===== src/rtl/uart_pkg.sv =====
`default_nettype none
// ============================================================================
// Module      : uart_pkg
// Description : Shared UART constants and receiver state encoding.
// Revision    : 1.0 - initial release
// ============================================================================
package uart_pkg;

    localparam int CLK_HZ             = 50_000_000;
    localparam int BAUD               = 57600;
    localparam int CLKS_PER_BIT_57600 = 868;

    typedef enum logic [2:0] {
        IDLE      = 3'd0,
        START     = 3'd1,
        DATA      = 3'd2,
        STOP      = 3'd3,
        WAIT_IDLE = 3'd4
    } uart_state_e;

endpackage
`default_nettype wire


===== src/rtl/uart_rx_if.sv =====
`default_nettype none
// ============================================================================
// Module      : uart_rx_if
// Description : Serial line, holding-register handshake and status bundle.
// Revision    : 1.0 - initial release
// ============================================================================
interface uart_rx_if #(
    parameter int DATA_BITS = 8
);
    logic                 rx_serial;
    logic                 rx_ack;
    logic [DATA_BITS-1:0] rx_data;
    logic                 rx_full;
    logic                 rx_valid;
    logic                 rx_frame_err;
    logic                 rx_overrun;
    logic                 rx_busy;

    modport master (
        input  rx_serial, rx_ack,
        output rx_data, rx_full, rx_valid, rx_frame_err, rx_overrun, rx_busy
    );

    modport slave (
        output rx_serial, rx_ack,
        input  rx_data, rx_full, rx_valid, rx_frame_err, rx_overrun, rx_busy
    );
endinterface
`default_nettype wire


===== src/rtl/uart_bit_timer.sv =====
`default_nettype none
// ============================================================================
// Module      : uart_bit_timer
// Description : Reloadable down-counter with a one-cycle terminal tick.
// Revision    : 1.0 - initial release
// ============================================================================
module uart_bit_timer #(
    parameter int WIDTH = 10
) (
    input  logic             clk,
    input  logic             rst,
    input  logic             i_clear,
    input  logic [WIDTH-1:0] i_load,
    output logic             o_tick
);
    logic [WIDTH-1:0] r_count;

    // Clear holds the counter parked, so no tick can escape while idle.
    assign o_tick = !i_clear && (r_count == '0);

    always_ff @(posedge clk) begin
        if (rst) begin
            r_count <= '0;
        end else if (i_clear || o_tick) begin
            r_count <= i_load;
        end else begin
            r_count <= r_count - 1'b1;
        end
    end
endmodule
`default_nettype wire


===== src/rtl/uart_rx.sv =====
`default_nettype none
// ============================================================================
// Module      : uart_rx
// Description : 8N1 UART receiver with one-entry holding register and status.
// Revision    : 1.0 - initial release
// ============================================================================
module uart_rx
    import uart_pkg::*;
#(
    parameter int CLKS_PER_BIT = CLKS_PER_BIT_57600,
    parameter int HALF_BIT     = CLKS_PER_BIT / 2,
    parameter int DATA_BITS    = 8
) (
    input  logic     CLOCK_50,
    input  logic     reset,
    uart_rx_if.master rx
);
    localparam int c_cnt_w = $clog2(CLKS_PER_BIT);
    localparam int c_idx_w = $clog2(DATA_BITS + 1);

    // The timer ticks on the cycle its count reaches zero, so loads are N-1.
    localparam logic [c_cnt_w-1:0] c_bit_load  = c_cnt_w'(CLKS_PER_BIT - 1);
    localparam logic [c_cnt_w-1:0] c_half_load = c_cnt_w'(HALF_BIT - 1);
    localparam logic [c_idx_w-1:0] c_last_idx  = c_idx_w'(DATA_BITS - 1);

    logic                 r_sync1;
    logic                 r_rx_s;
    uart_state_e          r_state;
    uart_state_e          w_state_next;
    logic [c_idx_w-1:0]   r_index;
    logic [DATA_BITS-1:0] r_shift;
    logic                 w_tick;
    logic                 w_clear;
    logic [c_cnt_w-1:0]   w_load;
    logic                 w_write;
    logic                 w_frame_err;

    always_ff @(posedge CLOCK_50) begin
        if (reset) begin
            r_sync1 <= 1'b1;
            r_rx_s  <= 1'b1;
        end else begin
            r_sync1 <= rx.rx_serial;
            r_rx_s  <= r_sync1;
        end
    end

    assign w_clear = (r_state == IDLE) || (r_state == WAIT_IDLE);
    assign w_load  = (w_state_next == START) ? c_half_load : c_bit_load;

    uart_bit_timer #(
        .WIDTH (c_cnt_w)
    ) u_bit_timer (
        .clk     (CLOCK_50),
        .rst     (reset),
        .i_clear (w_clear),
        .i_load  (w_load),
        .o_tick  (w_tick)
    );

    always_ff @(posedge CLOCK_50) begin
        if (reset) begin
            r_state <= IDLE;
        end else begin
            r_state <= w_state_next;
        end
    end

    always_comb begin
        w_state_next = r_state;
        w_write      = 1'b0;
        w_frame_err  = 1'b0;
        case (r_state)
            IDLE: begin
                if (!r_rx_s) w_state_next = START;
            end
            START: begin
                if (w_tick) w_state_next = r_rx_s ? IDLE : DATA;
            end
            DATA: begin
                if (w_tick && (r_index == c_last_idx)) w_state_next = STOP;
            end
            STOP: begin
                if (w_tick) begin
                    if (r_rx_s) begin
                        w_write      = 1'b1;
                        w_state_next = IDLE;
                    end else begin
                        w_frame_err  = 1'b1;
                        w_state_next = WAIT_IDLE;
                    end
                end
            end
            WAIT_IDLE: begin
                // A held-low line (break) must not be mistaken for a new start.
                if (r_rx_s) w_state_next = IDLE;
            end
            default: w_state_next = IDLE;
        endcase
    end

    always_ff @(posedge CLOCK_50) begin
        if (reset) begin
            r_index <= '0;
            r_shift <= '0;
        end else if (r_state == START) begin
            r_index <= '0;
        end else if ((r_state == DATA) && w_tick) begin
            r_shift <= {r_rx_s, r_shift[DATA_BITS-1:1]};
            r_index <= r_index + 1'b1;
        end
    end

    always_ff @(posedge CLOCK_50) begin
        if (reset) begin
            rx.rx_data      <= '0;
            rx.rx_full      <= 1'b0;
            rx.rx_valid     <= 1'b0;
            rx.rx_frame_err <= 1'b0;
            rx.rx_overrun   <= 1'b0;
        end else begin
            rx.rx_valid     <= w_write;
            rx.rx_frame_err <= w_frame_err;
            // A new byte beats a simultaneous ack: the holding register stays full.
            if (w_write) begin
                rx.rx_data <= r_shift;
                rx.rx_full <= 1'b1;
            end else if (rx.rx_ack && rx.rx_full) begin
                rx.rx_full <= 1'b0;
            end
            if (w_write && rx.rx_full && !rx.rx_ack) begin
                rx.rx_overrun <= 1'b1;
            end else if (rx.rx_ack && rx.rx_full) begin
                rx.rx_overrun <= 1'b0;
            end
        end
    end

    assign rx.rx_busy = (r_state != IDLE);

endmodule
`default_nettype wire


===== src/flat_wrapper.sv =====
// flat-port wrapper written by rule: the top's interface ports become plain ports
module uart_rx_flat import uart_pkg::*;
#(
    parameter int CLKS_PER_BIT = CLKS_PER_BIT_57600,
    parameter int HALF_BIT     = CLKS_PER_BIT / 2,
    parameter int DATA_BITS    = 8
)
  (CLOCK_50, reset, rx_rx_serial, rx_rx_ack, rx_rx_data, rx_rx_full, rx_rx_valid, rx_rx_frame_err, rx_rx_overrun, rx_rx_busy);
  uart_rx_if #(.DATA_BITS(DATA_BITS)) rx_i ();
  input  logic CLOCK_50;
  input  logic reset;
  input wire logic [$bits(rx_i.rx_serial)-1:0] rx_rx_serial;
  input wire logic [$bits(rx_i.rx_ack)-1:0] rx_rx_ack;
  output wire logic [$bits(rx_i.rx_data)-1:0] rx_rx_data;
  output wire logic [$bits(rx_i.rx_full)-1:0] rx_rx_full;
  output wire logic [$bits(rx_i.rx_valid)-1:0] rx_rx_valid;
  output wire logic [$bits(rx_i.rx_frame_err)-1:0] rx_rx_frame_err;
  output wire logic [$bits(rx_i.rx_overrun)-1:0] rx_rx_overrun;
  output wire logic [$bits(rx_i.rx_busy)-1:0] rx_rx_busy;
  assign rx_i.rx_serial = rx_rx_serial;
  assign rx_i.rx_ack = rx_rx_ack;
  assign rx_rx_data = rx_i.rx_data;
  assign rx_rx_full = rx_i.rx_full;
  assign rx_rx_valid = rx_i.rx_valid;
  assign rx_rx_frame_err = rx_i.rx_frame_err;
  assign rx_rx_overrun = rx_i.rx_overrun;
  assign rx_rx_busy = rx_i.rx_busy;
  uart_rx #(.CLKS_PER_BIT(CLKS_PER_BIT), .HALF_BIT(HALF_BIT), .DATA_BITS(DATA_BITS)) u_core (.CLOCK_50(CLOCK_50), .reset(reset), .rx(rx_i));
endmodule

===== config.mk =====
export PLATFORM = sky130hd
export DESIGN_NAME = uart_rx_flat
export DESIGN_NICKNAME = d
export VERILOG_FILES = /design/src/rtl/uart_pkg.sv /design/src/rtl/uart_rx_if.sv /design/src/rtl/uart_bit_timer.sv /design/src/rtl/uart_rx.sv /design/src/flat_wrapper.sv
export SDC_FILE = /design/constraint.sdc
export NUM_CORES = 1
export LEC_CHECK = 0
export CORE_MARGIN = 3
export CORE_UTILIZATION = 55
export CTS_BUF_LIST = sky130_fd_sc_hd__clkbuf_4 sky130_fd_sc_hd__clkbuf_8
export CTS_CLUSTER_DIAMETER = 80
export CTS_CLUSTER_SIZE = 8
export DETAILED_ROUTE_END_ITERATION = 7
export PLACE_DENSITY = 0.87
export SLEW_MARGIN = 10
export SYNTH_ARGS = -nofsm -noshare
export SYNTH_HDL_FRONTEND = slang
export SYNTH_HIERARCHICAL = 1
export SYNTH_SLANG_ARGS = --single-unit

===== constraint.sdc =====
create_clock -name CLOCK_50 -period 3.6 [get_ports CLOCK_50]
set_clock_uncertainty 0.1 [all_clocks]
set_input_delay 0.54 -clock CLOCK_50 [delete_from_list [all_inputs] [get_ports CLOCK_50]]
set_output_delay 0.54 -clock CLOCK_50 [all_outputs]
set_load 0.01 [all_outputs]

==> results.json <==
{
  "ctsResizeCount": 0,
  "tightest_slew_ps": 958,
  "initial_utilization_pct": 57.8,
  "die-area_um2": 3950,
  "crit_top_cell": "buf_4",
  "syn_area_per_cell_um2": 8.89,
  "firstDrtPassIters": 4,
  "vias": 1437,
  "fillCellCount": 244,
  "cts_setup_buffers": 0,
  "place.gp.congestion": 0.817,
  "grt_max_degree": 35,
  "fin_crit_ps": 3030,
  "slew_headroom_pct": 35.9,
  "status": "complete, no violations",
  "cap_violations": 0,
  "port_buffers": 16,
  "core_um2": 3080,
  "rsz0062_at_grt": "no",
  "worstPathRequired_ps": 3780,
  "path_cells": "inv_1 -> ha_1 -> or4b_4 -> nor4b_1 -> buf_4 -> and4bb_1 -> buf_4 -> nand4b_1 -> a22oi_1 -> nor2_1 -> a311oi_1",
  "final_common_cell": "dfxtp_1",
  "clk_latency_ps": 360,
  "hold_viol_final": 0,
  "dp_hpwl_mm": 2.22,
  "nNetsFinal": 224,
  "critPathBufInv": 3,
  "hp-class": "flip-flop to flip-flop",
  "timing.setup.tns_ps": 0,
  "io_pins": 17,
  "drive_gt1_share_pct": 10.5,
  "crit_fanout": 11,
  "async_reset_ff_share_pct": 0,
  "worst_path_largest_cell_delay_ps": 540,
  "fin_area_um2": 2050,
  "area_delta_synth_final_pct": 15.1,
  "drt_iter0_drc": 128,
  "critPathTopFamily": "simple AND/OR/NAND/NOR gates",
  "grt_use_total_pct": 19.6,
  "die_x_um": 62.9,
  "synthFlopType": "dfxtp_1",
  "antenna_found_initial": 0,
  "fmax_mhz": 330,
  "clkTransAtPathRegs_ps": 120,
  "worstSetupPathType": "flip-flop to flip-flop",
  "seq_area_frac_synth_pct": 43.9,
  "placed_cell_area_um2": 1960,
  "grt_pass1_wl_mm": 6.13,
  "cp-end-kind": "flip-flop",
  "n_antenna_cell": 0,
  "cts_hold_buf": 0,
  "clk_path_buf_depth": 2,
  "critPathArrivalTime_ps": 3210,
  "leakagePower_nw": 0.748,
  "ys.warnings.count": 6,
  "syn-cell-area_um2": 1780,
  "startpoint_type": "flip-flop",
  "final_cell_mix": "39 x dfxtp_1, 24 x nand2_1, 19 x nor2_1",
  "power_density_nw_per_um2": 414,
  "avgRoutedWirePerCell_um": 13.0,
  "grt_pass1_vias": 1381,
  "synth_cell_types": 46,
  "num_rows": 20,
  "drv_slew": 0,
  "routed_wirelength_mm": 3.41,
  "cpMaxStageDelayCell": "or4b_4",
  "synth_edf_count": 0,
  "yosys_register_bits": 39,
  "ir_drop_mv": 0.311,
  "setup_viol": 0,
  "period_share_pct": 84.2,
  "numCtsBuffers": 5,
  "fp.dieH_um": 62.9,
  "cts_tree": "yes",
  "root_buffer": "clkbuf_4",
  "clock_sinks": 39,
  "grt_overflow": 0,
  "htreeDepth": 2,
  "drc": 0,
  "synthCells": 200,
  "postRouteAntennaNets": 0,
  "vias_per_cell": 5.46
}
sequential cells by signal, indices dropped and copies added (netlist names), 3 cells and up:
register / flops
u_core/r_state: 3
u_core/r_index: 4
u_core/u_bit_timer/r_count: 10
u_core/rx.rx_data: 8
u_core/r_shift: 8
routing by layer:
layer,routed length (um),vias to the layer above,track usage (%)
li1,-,732,-
met1,1550,662,24.0
met2,1620,36,32.0
met3,167,7,5.04
met4,65,0,9.64
met5,0,-,0
synthesized netlist by cell type (all sizes together) (3+ instances only):
cell    count  area, um^2
a211oi      7        57.6
inv         8        30.0
nor2       19        71.3
a21oi      14        70.1
buf         8        58.8
nand2      24        90.1
mux2i       3        30.0
or3         3        20.0
clkbuf      4        15.0
xnor2       5        43.8
o21ai      13        65.1
nand2b      9        56.3
dfxtp      39         781
nor3        4        20.0
nand4b      9        78.8
power breakdown:
part           switching [W]  total (W)  internal (W)
registers          0.0000157   0.000459      0.000443
logic              0.0000434  0.0000813     0.0000378
clock network       0.000158   0.000308      0.000150
total               0.000217   0.000848      0.000631
path summary, 6_finish.rpt:
check / endpoint / cells after the start / startpoint / slack (ps)
min reg2reg: u_core/r_rx_s / 1 / u_core/r_sync1 / 330
max reg2reg: u_core/u_bit_timer/r_count[4] / 11 / u_core/u_bit_timer/r_count[0] / 570
min: u_core/r_rx_s / 1 / u_core/r_sync1 / 330
max: u_core/u_bit_timer/r_count[4] / 11 / u_core/u_bit_timer/r_count[0] / 570
cell type report:
class	instances	area (um^2)	share of cell area [%]
Timing Repair Buffer	20	190	9.30
Clock buffer	5	37.5	1.83
Sequential cell	39	781	38.2
Tap cell	44	55.1	2.69
Multi-Input combinational cell	144	905	44.2
Inverter	8	30.0	1.47
Clock inverter	3	47.5	2.32
stage by stage:
step           hold slack (ps)  worst slack (ps)  power, W  cells  utilization [%]
2_1_floorplan              289               770  0.000532    203                -
3_3_place_gp               293               693  0.000547    255             63.7
3_5_place_dp               298               628  0.000549    255             63.7
4_1_cts                    330               592  0.000855    263             66.5
5_1_grt                    361               270  0.000889    263             66.5
6_report                   327               569  0.000848    263             66.5
cell families after synthesis:
kind of cell,Yosys count,share of synthesized area [%]
adder cells (fa/ha/maj),2,1.41
buffers and inverters,20,5.84
other,2,0.422
multiplexers,3,1.69
AND/OR/NAND/NOR,84,27.4
flip-flops,39,43.9
AO/OA/AOI/OAI,43,15.9
XOR/XNOR,7,3.45
(Power assumes the default switching activity.)
==> RTL edit, RTL diff (same flow settings) <==
Encoding of `uart_state_e`: now one-hot (5 bits for 5 states).
--- a/src/rtl/uart_pkg.sv
+++ b/src/rtl/uart_pkg.sv
@@ -10,12 +10,12 @@
     localparam int BAUD               = 57600;
     localparam int CLKS_PER_BIT_57600 = 868;
 
-    typedef enum logic [2:0] {
-        IDLE      = 3'd0,
-        START     = 3'd1,
-        DATA      = 3'd2,
-        STOP      = 3'd3,
-        WAIT_IDLE = 3'd4
+    typedef enum logic [4:0] {
+        IDLE      = 5'b00001,
+        START     = 5'b00010,
+        DATA      = 5'b00100,
+        STOP      = 5'b01000,
+        WAIT_IDLE = 5'b10000
     } uart_state_e;
 
 endpackage
Function: same outputs for any inputs over 10 cycles, from zero or initial values and one cycle with reset high; not proved beyond that.
==> RTL edit against the original RTL <==
- final cell count rose by 10%
- sequential share of layout area fell by 3.0 points
- count of clock-buffer cells in the layout rose by 1
- worst hold slack got worse by 6.0 ps
- sequential cell count rose by 2
- critical path depth fell by 3
- clock power rose by 24%
- routed wire length rose by 14%
- combinational power rose by 19%
- power rose by 14%
- area after synthesis rose by 15%
- design area rose by 14%
- worst setup slack improved by 72 ps
- highest routed layer unchanged
==> RTL edit: results (changes against the original RTL) <==
status=finished, final reports clean; layout cell share with drive strength beyond 1=0.09426 (-0.01076); multi-input gate count=168 (+17%); pin count of the biggest net entering global routing=23 (-34%); Root Driver=clkbuf_8; All-Layer GR Usage=0.2001 (+0.003936); PwrDens=413.3 nW/um2 (-0.27%); routed wl met3=134 um (-20%); Post-synth top cells=dfxtp_1 (41), nand2b_1 (16), nor2_1 (16), a21oi_1 (15), o21ai_0 (14); DRT Wirelength=3871 um (+14%); Final Wtd Congestion=0.8713 (+6.6%); Area contributors post-synth=dfxtp_1 (40%), mux2i_1 (5.4%), nand2b_1 (4.9%); CLK BUF=6 (+1); met2 usage=0.3243 (+0.004684); via count=1,638 (+14%); worst skew pair latency=290 ps (-70 ps); CP Max Fanout=13 (+2); first-pass GRT wire length=6927 um (+13%); ClkCell Share=0.05139 (+0.009802); Synth Area in XOR/XNOR=0.03438 (-0.0001058); final-layout non-clock buffer area share=0.07816 (-0.01481); final net count=249 (+11%); Non-clock buffers=19 (-5.0%); compound-cell area share of the yosys netlist=0.1682 (+0.009158); multi-input combinational area share=0.4818 (+0.03960); Reg clk slew, reported paths=80 ps (-40 ps); Post-DP HPWL=2655 um (+19%); Seq/Total Area, Yosys=0.4027 (-0.03643); slew margin rel.=0.5587 (+0.1992); DRT met1 WL=1800 um (+16%); met1 usage=0.2539 (+0.01424)
RTL edit: cell types whose count changed after synthesis, sizes merged, moves of 4 or more:
cell,unedited run,this run
nand3,2,13
nand4b,9,0
clkbuf,4,8
nand2b,9,16
nor2b,0,9
nand2,24,6
mux2i,3,11
RTL edit: per-stage QoR:
step                      setup slack (ps)  utilization  hold WS [ps]  std cells
after floorplan                      887.7            -         289.5        232
after global placement               765.1       0.6441         292.5        282
after detailed placement             663.4       0.6441         308.8        282
after CTS                            651.2       0.6790         322.6        290
after global routing                 562.8       0.6790         331.4        290
final                                640.8       0.6790         320.7        290
RTL edit: path summary, 6_finish.rpt:
check	slack (ps)	start	endpoint
worst max-delay path	640	u_core/u_bit_timer/r_count[0]	u_core/r_index[3]
worst min-delay path	320	u_core/r_sync1	u_core/r_rx_s
worst max register to register	640	u_core/u_bit_timer/r_count[0]	u_core/r_index[3]
worst min register to register	320	u_core/r_sync1	u_core/r_rx_s
